## config.mk

```make
export PLATFORM = sky130hd
export DESIGN_NAME = card_match_engine
export DESIGN_NICKNAME = d
export VERILOG_FILES = /design/src/rtl/card_match_engine.sv
export SDC_FILE = /design/constraint.sdc
export NUM_CORES = 1
export LEC_CHECK = 0
export BUFFER_PORTS_ARGS = -buffer_cell sky130_fd_sc_hd__buf_4
export CAP_MARGIN = 10
export CORE_UTILIZATION = 62
export CTS_CLUSTER_SIZE = 20
export DETAILED_ROUTE_END_ITERATION = 10
export GPL_ROUTABILITY_DRIVEN = 0
export PLACE_DENSITY = 0.86
export SYNTH_ARGS = -nofsm -noshare
export SYNTH_HDL_FRONTEND = slang
export SYNTH_SLANG_ARGS = --single-unit
```

## constraint.sdc

```tcl
create_clock -name clk -period 5.9 [get_ports clk]
set_input_delay 0.295 -clock clk [delete_from_list [all_inputs] [get_ports clk]]
set_output_delay 0.295 -clock clk [all_outputs]
set_load 0.1 [all_outputs]
```

## src/rtl/card_match_engine.sv

```systemverilog
// Memory-card pair matcher: two selections, a one-cycle compare, then match or timed face-up display.
// All outputs are registered; selections are accepted only while sel_ready is high.
module card_match_engine #(
  parameter int HIDE_CYCLES = 25000000
) (
  input  logic        clk,
  input  logic        reset,
  input  logic        map_load,
  input  logic [47:0] map_in,
  input  logic        sel_valid,
  input  logic [3:0]  sel_idx,
  output logic        sel_ready,
  output logic        sel_reject,
  output logic [15:0] revealed,
  output logic [15:0] matched,
  output logic        result_valid,
  output logic        result_match,
  output logic [7:0]  move_cnt,
  output logic        game_over
);

  typedef enum logic [2:0] {IDLE, WAIT_FIRST, WAIT_SECOND, COMPARE, SHOW, WIN} state_t;

  localparam int CW = (HIDE_CYCLES > 1) ? $clog2(HIDE_CYCLES) : 1;
  localparam logic [CW-1:0] SHOW_LOAD = CW'(HIDE_CYCLES - 1);

  state_t        state_q, state_d;
  logic [47:0]   map_q, map_d;
  logic [3:0]    first_q, first_d;
  logic [3:0]    second_q, second_d;
  logic [15:0]   revealed_q, revealed_d;
  logic [15:0]   matched_q, matched_d;
  logic [7:0]    move_cnt_q, move_cnt_d;
  logic [CW-1:0] show_cnt_q, show_cnt_d;
  logic          result_valid_q, result_valid_d;
  logic          result_match_q, result_match_d;
  logic          sel_reject_q, sel_reject_d;
  logic          sel_ready_q, sel_ready_d;
  logic          game_over_q, game_over_d;

  logic          sel_acc;
  logic          sel_bad;
  logic          sym_eq;
  logic [15:0]   pair_mask;

  always_comb begin
    state_d        = state_q;
    map_d          = map_q;
    first_d        = first_q;
    second_d       = second_q;
    revealed_d     = revealed_q;
    matched_d      = matched_q;
    move_cnt_d     = move_cnt_q;
    show_cnt_d     = show_cnt_q;
    result_valid_d = 1'b0;
    result_match_d = result_match_q;
    sel_reject_d   = 1'b0;

    sel_acc   = sel_valid && sel_ready_q && !map_load;
    sel_bad   = matched_q[sel_idx] || ((state_q == WAIT_SECOND) && (sel_idx == first_q));
    pair_mask = (16'h1 << first_q) | (16'h1 << second_q);
    sym_eq    = (map_q[3*first_q +: 3] == map_q[3*second_q +: 3]);

    if (map_load) begin
      state_d        = WAIT_FIRST;
      map_d          = map_in;
      revealed_d     = '0;
      matched_d      = '0;
      move_cnt_d     = '0;
      show_cnt_d     = '0;
      result_match_d = 1'b0;
    end else begin
      case (state_q)
        WAIT_FIRST, WAIT_SECOND: begin
          if (sel_acc) begin
            if (sel_bad) begin
              sel_reject_d = 1'b1;
            end else begin
              revealed_d = revealed_q | (16'h1 << sel_idx);
              if (state_q == WAIT_FIRST) begin
                first_d = sel_idx;
                state_d = WAIT_SECOND;
              end else begin
                second_d = sel_idx;
                state_d  = COMPARE;
              end
            end
          end
        end
        COMPARE: begin
          result_valid_d = 1'b1;
          result_match_d = sym_eq;
          if (move_cnt_q != 8'hFF) move_cnt_d = move_cnt_q + 8'd1;
          if (sym_eq) begin
            matched_d  = matched_q | pair_mask;
            revealed_d = revealed_q & ~pair_mask;
            state_d    = (matched_d == 16'hFFFF) ? WIN : WAIT_FIRST;
          end else begin
            show_cnt_d = SHOW_LOAD;
            state_d    = SHOW;
          end
        end
        SHOW: begin
          // Counter runs HIDE_CYCLES-1 down to 0, so SHOW lasts exactly HIDE_CYCLES cycles.
          if (show_cnt_q == '0) begin
            revealed_d = revealed_q & ~pair_mask;
            state_d    = WAIT_FIRST;
          end else begin
            show_cnt_d = show_cnt_q - CW'(1);
          end
        end
        default: ;
      endcase
    end

    sel_ready_d = (state_d == WAIT_FIRST) || (state_d == WAIT_SECOND);
    game_over_d = (state_d == WIN);
  end

  always_ff @(posedge clk) begin
    if (!reset) begin
      state_q        <= IDLE;
      map_q          <= '0;
      first_q        <= '0;
      second_q       <= '0;
      revealed_q     <= '0;
      matched_q      <= '0;
      move_cnt_q     <= '0;
      show_cnt_q     <= '0;
      result_valid_q <= 1'b0;
      result_match_q <= 1'b0;
      sel_reject_q   <= 1'b0;
      sel_ready_q    <= 1'b0;
      game_over_q    <= 1'b0;
    end else begin
      state_q        <= state_d;
      map_q          <= map_d;
      first_q        <= first_d;
      second_q       <= second_d;
      revealed_q     <= revealed_d;
      matched_q      <= matched_d;
      move_cnt_q     <= move_cnt_d;
      show_cnt_q     <= show_cnt_d;
      result_valid_q <= result_valid_d;
      result_match_q <= result_match_d;
      sel_reject_q   <= sel_reject_d;
      sel_ready_q    <= sel_ready_d;
      game_over_q    <= game_over_d;
    end
  end

  assign sel_ready    = sel_ready_q;
  assign sel_reject   = sel_reject_q;
  assign revealed     = revealed_q;
  assign matched      = matched_q;
  assign result_valid = result_valid_q;
  assign result_match = result_match_q;
  assign move_cnt     = move_cnt_q;
  assign game_over    = game_over_q;

endmodule

```

Word-level counts from Yosys, hierarchy flattened
Index checks and enable logic that the tools add are counted.
{ "op_classes": {"addsub": 2, "mul": 2, "magnitude_cmp": 1, "n_eq_ne": 17, "shifts": 5, "mux": 20, "bitwise_logic": 11, "n_reduce_logical": 18} }
{ "op_table": {"columns": ["operator", "count"], "rows": [
  ["indexed part select 48 x 7 -> 3 bit", 2],
  ["2-to-1 mux 16 bit", 4],
  ["2-to-1 mux 25 bit", 2],
  ["one-hot mux 25 bit (2 select lines)", 1],
  ["bitwise OR 16 bit", 3],
  ["one-hot mux 16 bit (3 select lines)", 1],
  ["left shift 1 x 4 -> 16 bit (first input constant)", 3],
  ["logical NOT 25 bit", 1],
  ["subtractor 25 x 1 -> 25 bit (second input constant)", 1],
  ["2-to-1 mux 3 bit", 6],
  ["bitwise AND 16 bit", 1],
  ["equality test 16 bit (second input constant)", 1],
  ["inverter 16 bit", 1],
  ["AND reduction 5 bit", 3],
  ["multiplier 2 x 4 -> 6 bit (first input constant)", 2],
  ["inequality test 2 bit (second input constant)", 6],
  ["equality test 3 x 2 -> 1 bit (second input constant)", 3],
  ["one-hot mux 3 bit (3 select lines)", 1],
  ["adder 8 x 1 -> 8 bit (second input constant)", 1],
  ["inequality test 8 bit (second input constant)", 1],
  ["equality test 3 x 1 -> 1 bit (second input constant)", 2],
  ["equality test 3 bit (second input constant)", 2],
  ["inverter 1 bit", 6],
  ["less-than comparator 4 x 5 -> 1 bit (second input constant)", 1],
  ["13 further kinds", 21]
]} }
{ "word_totals": {"reg_bits": 129} }

Depth between registers and ports, before layout
Gate-level depths: netlist (run 1).
{ "depth": {"ltp_word": 10, "ltp_mapped": 12} }

Least setup slack after synthesis (run 1)
Ideal clock, no wire load.
{ "synth_timing": {"path_kind": "register -> register", "from": "register matched_q[7], in the netlist matched[7]", "to": "register revealed_q[10], in the netlist revealed[10]", "setup_ns": 0.086, "arrival_time_ns": 2.885, "required_time_ns": 5.814, "setup_slack_ns": 2.929, "path_stages_with_launch": 11, "path_buffers": 2, "period_less_slack_ns": 2.971, "cell_sequence": "dfxtp_1 mux4_2 mux2_2 a211oi_1 a21oi_1 nor3_1 and2_1 clkbuf_1 buf_2 a31oi_1 a211oi_1"} }
{ "synth_via": {"elab_chain_len": 5} }
{ "synth_rtl": {"columns": ["item", "line_no", "text"], "rows": [
  ["from (decl)", "32", "logic [15:0] matched_q, matched_d;"],
  ["from (signal assigned)", "141", "matched_q <= matched_d;"],
  ["binary-select mux 1 bit (select 4 bit)", "60", "sel_bad = matched_q[sel_idx] || ((state_q == WAIT_SECOND) && (sel_idx == first_q));"],
  ["2-to-1 mux 1 bit (implied by the code)", "60", null],
  ["logical OR 1 bit", "60", null],
  ["inequality test 2 bit (no line)", null, null],
  ["AND reduction 5 bit (no line)", null, null],
  ["to (signal assigned)", "140", "revealed_q <= revealed_d;"],
  ["to (decl)", "31", "logic [15:0] revealed_q, revealed_d;"]
]} }
No other way between the ends. The select of a mux whose other input is x is not followed.
A chain may end at the register's enable or synchronous reset.

Worst setup path after layout (run 1)
{ "layout_timing": {"from": "register first_q[2]", "to": "register revealed_q[8], in the netlist revealed[8]"} }
{ "layout_via": {"elab_chain_len": 6, "elab_cells_between_ends": 16} }
{ "layout_rtl": {"columns": ["item", "line_no", "text"], "rows": [
  ["from (decl)", "29", "logic [3:0] first_q, first_d;"],
  ["from (signal assigned)", "138", "first_q <= first_d;"],
  ["parallel branches: the longest is 6 deep, another holds multiplier 2 x 4 -> 6 bit", null, null]
]} }
Several ways; the timed one is not identified. The select of a mux whose other input is x is not followed.

==> impl_metrics.toml, run 1 <==
[finish]
area_delta_synth_final_pct = 18.3
fillers = 713
n_antenna_cell = 0
drive_above_1_share_pct = 25.2
nNetsFinal = 776

[routing]
dr.pass1.iters = 10
routedWlPerCell_um = 18.5
drt_wl_total_um = 16000
drt_iter0_markers = 416
ant_nets = 0
drc_errors = 2
route.vias.total = 5464
vias_per_cell = 6.31

[logic_synthesis]
syn_inst = 647
synth_cell_types = 68
synth_edf_count = 0
synth_top_area_cell = "dfxtp_1"
synth-seq-cells = 129
yosysSeqAreaShare_pct = 39.5
yosys_warnings = 0
syn_nets = 705
synth_top_cell_area_share_pct = 39.5
async_reset_ff_share_pct = 0
syn_area_um2 = 6540
synth-main-ff-cell = "dfxtp_1"
synthTopCellsByArea = "dfxtp_1 (40%), mux2i_1 (9.8%), mux4_2 (9.3%)"
postSynthAreaPerCell_um2 = 10.1

[placement]
hpwl_um = 10800
io_buffer_count = 100

[power]
p_sw_share_pct = 22.3
peakVddDrop_mv = 0.183
pwr-share-seq_pct = 45.3
internal-power_mw = 1.57
clockPowerShare_pct = 47.5
p_total_mw = 2.02
powerDensity_nw_per_um2 = 261
switchingPower_uw = 449
pwr-share-comb_pct = 7.2
power_leakage_nw = 2.91

[floorplanning]
boundaryPins = 101
core_area_um2 = 10300
initial_utilization_pct = 63.6
fp.dieW_um = 105
row_count = 37
die_h_um = 105
dieArea_um2 = 11000

[sta]
clock.fmax_mhz = 266
finalCriticalPeriod_ps = 3760
hold_ws_ps = 15.9
period_share_pct = 63.8
slew_viol_final = 0
tns_ps = 0
setup_viol = 0
relSlewSlack_pct = 24.9
grt_setup_unrepaired = "no"
max_slew.worst_pin.slew_ps = 1120
skew_ps = 9.76
finalHoldViolCount = 0

[clock_network]
cts_setup_buffers = 0
cts_made_buffers = 17
cts_num_sinks = 129
cts_resized = 0
tritoncts = "done"
htree_levels = 4
ctsLongestPathBuffers = 2
ctsHoldBuffers = 0
insertion_delay_ps = 530
clk_pin_slew_worst_paths_ps = 60
cts-root-buf = "clkbuf_8"

[run_status]
status = "finished with violations"
violations = "design-rule violations"

[global_route]
gr-usage-all-layers_pct = 30.6
grt_pass1_wl_um = 26600
grt_pass1_vias = 5368
grt_overflow = 0
grt_max_degree = 62
antenna_found_initial = 0

[setup_path]
crit_required_ps = 6280
critical_path.startpoint = "first_q[2]"
critical_path_class = "flop to flop"
ff2ff_path_depth = 8
critical_path.max_fanout = 34
r2r-start = "first_q[2]"
cp-end-kind = "flop"
arrival_ps = 4140
start_kind = "flop"

[min_path]
hold_start = "map_in[19]"
min_path_type = "input port to flop"
hold_depth = 3

[job]
maxCapViolCount = 0
[cell usage after synthesis (6+ instances only)]
master / number
a31oi_1: 13
xnor2_1: 23
o21ai_0: 8
clkbuf_1: 22
nor2b_1: 64
mux2i_1: 64
buf_2: 12
mux4_2: 27
dfxtp_1: 129
a2111oi_0: 7
xor2_1: 9
nand2b_1: 12
a21oi_1: 38
o22ai_1: 23
nand2_1: 14
nor2_1: 51
nor4_1: 6
a211oi_1: 21
[through the flow]
stage	cell area [um2]	std cells	setup slack, ps	util, %
after floorplan	6540	647	2930	-
after global placement	7200	835	2380	70.0
after detailed placement	7200	835	2250	70.0
after CTS	7740	866	2190	75.3
after global routing	7740	866	1920	75.3
final	7740	866	2140	75.3
[layout by cell type (no fill, tap or decap), drive strengths merged, types with 2 or more instances in the layout]
| cell | netlist | final |
|---|---|---|
| nand2 | 15 | 15 |
| dfxtp | 129 | 129 |
| and4 | 2 | 2 |
| o32ai | 3 | 3 |
| nor2b | 64 | 64 |
| buf | 25 | 101 |
| a2111oi | 7 | 7 |
| nand3b | 2 | 2 |
| mux4 | 27 | 27 |
| and2 | 5 | 5 |
| mux2 | 3 | 3 |
| or3 | 8 | 8 |
| xnor2 | 24 | 24 |
| a22oi | 2 | 2 |
| o2111ai | 2 | 2 |
| o22ai | 23 | 23 |
| nor4 | 7 | 7 |
| a41oi | 5 | 5 |
| a211oi | 22 | 22 |
| and3 | 2 | 2 |
| mux2i | 64 | 64 |
| or4 | 5 | 5 |
| nand4 | 5 | 5 |
| or2 | 4 | 4 |
| xor2 | 9 | 9 |
| inv | 5 | 5 |
| o21ai | 8 | 8 |
| nand3 | 5 | 5 |
| clkinv | 0 | 3 |
| nor2 | 52 | 52 |
| clkbuf | 24 | 26 |
| nor3 | 4 | 4 |
| o31ai | 3 | 3 |
| a21oi | 42 | 42 |
| nand2b | 12 | 12 |
| ha | 2 | 2 |
| a31oi | 13 | 13 |
[sequential cells by signal (all words and copies together), names as in the netlist, 3 cells and up]
name and cells:
first_q 4, map_q 48, matched 16, move_cnt 8
revealed 16, second_q 4, show_cnt_q 25, state_q 3
[cell type report]
type                    instances  area [um2]  area share, %
well taps                     136         170           2.20
repair buffers                101         758           9.80
flip-flops and latches        129        2580           33.4
clock inverters                 5        52.6          0.679
multi-input cells             464        3670           47.4
clock buffers                  26         488           6.31
inverters                       5        18.8          0.243
[metal layers]
metal | vias to the layer above | share of wire (%) | global-route usage, %
met1 | 2615 | 40 | 37.4
met5 | - | 0 | 0
met3 | 49 | 7.1 | 6.86
met2 | 268 | 50 | 51.4
met4 | 0 | 3.1 | 14.0
li1 | 2532 | - | -
[final timing paths]
kind	endpoint	slack [ps]
hold / removal	map_q[19]	20
setup / recovery	revealed[8]	2140
hold reg to reg	result_match	490
setup reg to reg	revealed[8]	2140
[critical path: stages (launching register included)]
cell and delay, ps:
dfxtp_1 990, mux4_2 610, a22oi_1 180, o21ai_0 150, xnor2_1 300, a31o_2 680
nand2_2 180, nor2_4 360, a211oi_1 140
[power by group through the flow]
stage | clock, mW | combinational [mW] | sequential, mW
4_1_cts | 0.966 | 0.145 | 0.913
5_1_grt | 1.01 | 0.156 | 0.916
3_3_place_gp | 0 | 0.137 | 0.929
3_5_place_dp | 0 | 0.142 | 0.931
6_report | 0.958 | 0.145 | 0.913
2_1_floorplan | 0 | 0.0951 | 0.926
[cell families after synthesis]
logic type	share of synthesized area (%)
multiplexers	19.6
AO/OA/AOI/OAI	14.2
adder cells (fa/ha/maj)	0.383
AND/OR/NAND/NOR	17.4
XOR/XNOR	4.54
buffers and inverters	4.42
flip-flops	39.5
Power figures use the tool's default switching activity.
==> inputs of run 2 (changes only) <==
--- a/config.mk
+++ b/config.mk
@@ -7,11 +7,11 @@
 export LEC_CHECK = 0
 export BUFFER_PORTS_ARGS = -buffer_cell sky130_fd_sc_hd__buf_4
 export CAP_MARGIN = 10
-export CORE_UTILIZATION = 62
+export CORE_UTILIZATION = 52
 export CTS_CLUSTER_SIZE = 20
 export DETAILED_ROUTE_END_ITERATION = 10
 export GPL_ROUTABILITY_DRIVEN = 0
-export PLACE_DENSITY = 0.86
+export PLACE_DENSITY = 0.77
 export SYNTH_ARGS = -nofsm -noshare
 export SYNTH_HDL_FRONTEND = slang
 export SYNTH_SLANG_ARGS = --single-unit
==> constraint.sdc (replaced) <==
create_clock -name clk -period 3.45 [get_ports clk]
set_input_delay 0.1725 -clock clk [delete_from_list [all_inputs] [get_ports clk]]
set_output_delay 0.1725 -clock clk [all_outputs]
set_load 0.1 [all_outputs]
==> impl_metrics.toml, run 2 (same netlist as run 1, synthesis figures left out) <==
[clock_network]
htree_levels = 4
ctsLongestPathBuffers = 2
cts_num_sinks = 129
cts_setup_buffers = 0
cts-root-buf = "clkbuf_16"
insertion_delay_ps = 420
clk_pin_slew_worst_paths_ps = 60
cts_made_buffers = 17
tritoncts = "done"

[routing]
ant_nets = 0
route.vias.total = 5432
drt_wl_total_um = 15900
drc_errors = 0
dr.pass1.iters = 5
drt_iter0_markers = 489
vias_per_cell = 5.98
routedWlPerCell_um = 17.4

[global_route]
grt_max_degree = 62
gr-usage-all-layers_pct = 25.7
antenna_found_initial = 0
grt_pass1_wl_um = 26400
grt_overflow = 0
grt_pass1_vias = 5323

[finish]
final_cell_mix = "dfxtp_1 (127), buf_4 (111), mux2i_1 (64), nor2b_1 (64), nor2_1 (51)"
final_common_cell = "dfxtp_1"
final_area_um2 = 7910
top_register = "map_q"
top_regs = "map_q: 48 flops, show_cnt_q: 25 flops"
n_antenna_cell = 0
largest_reg_flops = 48
drive_above_1_share_pct = 26.7
area_delta_synth_final_pct = 21.0
multi_input_area_um2 = 3670
nNetsFinal = 786
seqCellArea_um2 = 2580
fillers = 952

[sta]
max_slew.worst_pin.slew_ps = 851
period_share_pct = 94.6
slew_viol_final = 0
skew_ps = 12.9
relSlewSlack_pct = 43.3
hold_ws_ps = 12.3
setup_viol = 0
clock.fmax_mhz = 306
finalHoldViolCount = 0
setup_slack_ps = 187
tns_ps = 0
finalCriticalPeriod_ps = 3260
grt_setup_unrepaired = "no"

[floorplanning]
fp.dieW_um = 114
die_h_um = 114
dieArea_um2 = 13000
row_count = 40
boundaryPins = 101
core_area_um2 = 12100
initial_utilization_pct = 54.0

[setup_path]
r2r_slack_ps = 190
ff2ff_path_depth = 9
critical_path_class = "flop to flop"
arrival_ps = 3540
start_kind = "flop"
r2r-start = "show_cnt_q[3]"
reg2reg_to = "show_cnt_q[19]"
path_cells = "or4_4 > nor4b_2 > nand2_1 > or3_4 > o31ai_4 > buf_4 > a2111oi_0 > xnor2_1 > a21oi_1"
crit_slowest_cell = "or4_4"
critical_path.max_fanout = 12
path_delay_family = "simple AND/OR/NAND/NOR gates"
worst_path_largest_cell_delay_ps = 570
cp-end-kind = "flop"
crit_buf_inv = 1
crit_required_ps = 3730

[power]
power_leakage_nw = 2.98
peakVddDrop_mv = 0.317
powerDensity_nw_per_um2 = 459
p_total_mw = 3.63

[placement]
dpl-instance-area_um2 = 7310
hpwl_um = 11100
io_buffer_count = 100
pre_cts_ws_ps = 167

[min_path]
min_path_type = "input port to flop"
hold_start = "map_in[11]"
hold_depth = 3
hold_end = "map_q[11]"

[job]
maxCapViolCount = 0

[run_status]
status = "finished clean"
==> run 2: cell count changes in the layout (fill, tap and decap cells not counted) <==
cell / change
clkbuf_16: +1
clkbuf_8: -3
dfxtp_1: -2
bufinv_16: +2
buf_4: +10
clkbuf_1: -1
dfxtp_2: +2
clkinv_2: -1
clkinv_4: +1
clkinvlp_4: +2
==> run 2: worst max path at each step <==
stage | from | to | slack, ps | cells after the start
floorplan | matched[7] | revealed[10] | 480 | 10
global route | show_cnt_q[3] | show_cnt_q[19] | 50 | 9
CTS | first_q[1] | show_cnt_q[17] | 170 | 8
finish | show_cnt_q[3] | show_cnt_q[19] | 190 | 9
detailed placement | first_q[1] | show_cnt_q[17] | 170 | 8
global placement | first_q[1] | show_cnt_q[17] | 310 | 8
==> run 2: tightest hold or removal path, stage by stage <==
cell and delay, ps:
buf_4 80, mux2i_1 50, nor2b_1 90
==> run 2: cell type report <==
cell class	instances	share of cell area, %
clock buffers	23	5.91
clock inverters	9	1.66
inverters	5	0.237
multi-input cells	464	46.3
flip-flops and latches	129	32.7
well taps	168	2.66
repair buffers	111	10.5
==> run 2: per-stage QoR <==
stage	instances	util (%)
after floorplan	647	-
after global placement	877	60.4
after detailed placement	877	60.4
after CTS	909	65.3
after global routing	909	65.3
final	909	65.3
==> run 2: metal layers <==
layer  vias up  part of all wire (%)  global-route usage [%]
met2       231                    50                    42.8
met5         -                     0                       0
met1      2606                    43                    33.3
met3        35                   5.9                    5.35
met4         0                   1.6                    8.92
li1       2560                     -                       -
==> run 2: where the power goes <==
part           switching (mW)  leakage, nW  internal [mW]
clock network           0.654        0.283           1.17
registers              0.0334         1.05           1.53
logic                   0.118         1.65          0.128
==> run 2: what timing repair did <==
item                       CTS  global route
hold buffers                 0             0
gates resized for setup      0             2
setup endpoints to repair    0            14
==> inputs of run 3 (changes only) <==
--- a/config.mk
+++ b/config.mk
@@ -5,13 +5,16 @@
 export SDC_FILE = /design/constraint.sdc
 export NUM_CORES = 1
 export LEC_CHECK = 0
+export ABC_CLOCK_PERIOD_IN_PS = 3450
 export BUFFER_PORTS_ARGS = -buffer_cell sky130_fd_sc_hd__buf_4
 export CAP_MARGIN = 10
 export CORE_UTILIZATION = 52
 export CTS_CLUSTER_SIZE = 20
 export DETAILED_ROUTE_END_ITERATION = 10
 export GPL_ROUTABILITY_DRIVEN = 0
+export MAX_ROUTING_LAYER = met4
 export PLACE_DENSITY = 0.77
+export RECOVER_POWER = 25
 export SYNTH_ARGS = -nofsm -noshare
 export SYNTH_HDL_FRONTEND = slang
 export SYNTH_SLANG_ARGS = --single-unit
==> impl_metrics.toml, run 3 (same netlist as run 1, synthesis figures left out) <==
[run_status]
violations = "max-capacitance violations, max-slew violations"
status = "finished with violations"

[setup_path]
r2r-start = "show_cnt_q[3]"
crit_path_end = "show_cnt_q[19]"
path_cells = "or4_4 > nor4b_2 > nand2_1 > or3_4 > o31ai_4 > buf_4 > a2111oi_0 > xnor2_1 > a21oi_1"
crit_required_ps = 3730
worst_path_largest_cell_delay_ps = 570
path_delay_family = "simple AND/OR/NAND/NOR gates"
arrival_ps = 3530
cp.depth = 9
critical_path.startpoint = "show_cnt_q[3]"
ff2ff_path_depth = 9
critical_path.max_fanout = 12
critical_path_class = "flop to flop"
crit_buf_inv = 1
crit_slowest_cell = "or4_4"
reg2reg_to = "show_cnt_q[19]"
start_kind = "flop"
cp-end-kind = "flop"
r2r_slack_ps = 190

[clock_network]
cts_resized = 0
insertion_delay_ps = 420
cts_num_sinks = 129
htree_levels = 4
cts-root-buf = "clkbuf_16"
cts_setup_buffers = 0
cts_made_buffers = 17
clk_pin_slew_worst_paths_ps = 60
tritoncts = "done"
ctsLongestPathBuffers = 2
ctsHoldBuffers = 0

[floorplanning]
die_h_um = 114
row_count = 40
initial_utilization_pct = 54.0
core_area_um2 = 12100
dieArea_um2 = 13000
fp.dieW_um = 114
boundaryPins = 101

[job]
maxCapViolCount = 1

[finish]
largest_reg_flops = 48
area_delta_synth_final_pct = 21.0
top_register = "map_q"
final_common_cell = "dfxtp_1"
top_regs = "map_q: 48 flops, show_cnt_q: 25 flops"
drive_above_1_share_pct = 26.7
final_cell_mix = "dfxtp_1 (127), buf_4 (110), mux2i_1 (64), nor2b_1 (64), nor2_1 (51)"
nNetsFinal = 786

[sta]
setup_viol = 0
relSlewSlack_pct = -11.9
grt_setup_unrepaired = "no"
slew_viol_final = 56
period_share_pct = 94.4
tns_ps = 0
skew_ps = 16.2
max_slew.worst_pin.slew_ps = 1680
clock.fmax_mhz = 307
finalCriticalPeriod_ps = 3260
finalHoldViolCount = 0

[power]
power_leakage_nw = 2.98
peakVddDrop_mv = 0.316
p_total_mw = 3.64
powerDensity_nw_per_um2 = 460

[placement]
io_buffer_count = 100
hpwl_um = 11100

[global_route]
antenna_found_initial = 1
use_met3_pct = 5.40
grt_pass1_wl_um = 26400
grt_pass1_vias = 5342
gr-usage-all-layers_pct = 26.5
grt_use_met1_pct = 33.1
grt_max_degree = 62
grt_use_met2_pct = 42.8
busiest_layer = "met2"
grt_overflow = 0

[min_path]
min_path_type = "input port to flop"

[routing]
vias_per_cell = 5.94
drt_wl_total_um = 15900
drc_errors = 0
route.vias.total = 5405
drt_iter0_markers = 437
routedWlPerCell_um = 17.4
dr.pass1.iters = 5
ant_nets = 0
==> run 3: final cells by class <==
class	count	area, um2
tap	168	210
fill	951	4200
clock buffer	23	468
sequential	129	2580
antenna	1	2.50
multi-input combinational	464	3670
timing repair buffer	111	831
inverter	5	18.8
clock inverter	9	131
==> run 3: how the worst min path moves through the flow <==
stage	start	to	slack, ps	cells after the start
floorplan	sel_idx[3]	second_q[3]	340	2
global placement	map_in[15]	map_q[15]	430	3
detailed placement	map_in[2]	map_q[2]	440	3
CTS	map_in[2]	map_q[2]	6	3
global route	map_in[2]	map_q[2]	20	3
finish	map_in[11]	map_q[11]	10	3
==> run 3: worst register-to-register path: stages (launching register included) <==
cell and delay, ps:
dfxtp_1 350, or4_4 570, nor4b_2 420, nand2_1 280
or3_4 470, o31ai_4 270, buf_4 260, a2111oi_0 160
xnor2_1 240, a21oi_1 90
==> run 3: per-layer routing <==
| layer | part of all wire (%) | up-vias |
|---|---|---|
| met5 | 0 | - |
| met2 | 50 | 209 |
| met4 | 1.4 | 0 |
| met1 | 43 | 2613 |
| met3 | 5.4 | 27 |
| li1 | - | 2556 |
==> run 3: stage by stage <==
| stage | cell area, um2 | hold slack, ps | cells | util, % | worst slack, ps |
|---|---|---|---|---|---|
| final | 7910 | 13.7 | 910 | 65.3 | 194 |
| after global routing | 7910 | 19.9 | 910 | 65.3 | 45.0 |
| after CTS | 7910 | 5.61 | 909 | 65.3 | 170 |
| after detailed placement | 7310 | 437 | 877 | 60.4 | 167 |
| after global placement | 7310 | 428 | 877 | 60.4 | 308 |
| after floorplan | 6540 | 342 | 647 | - | 479 |
==> run 3: report_power, final <==
group	total (mW)	switching, mW	internal, mW
Clock	1.83	0.656	1.17
Combinational	0.248	0.118	0.131
Sequential	1.56	0.0336	1.53
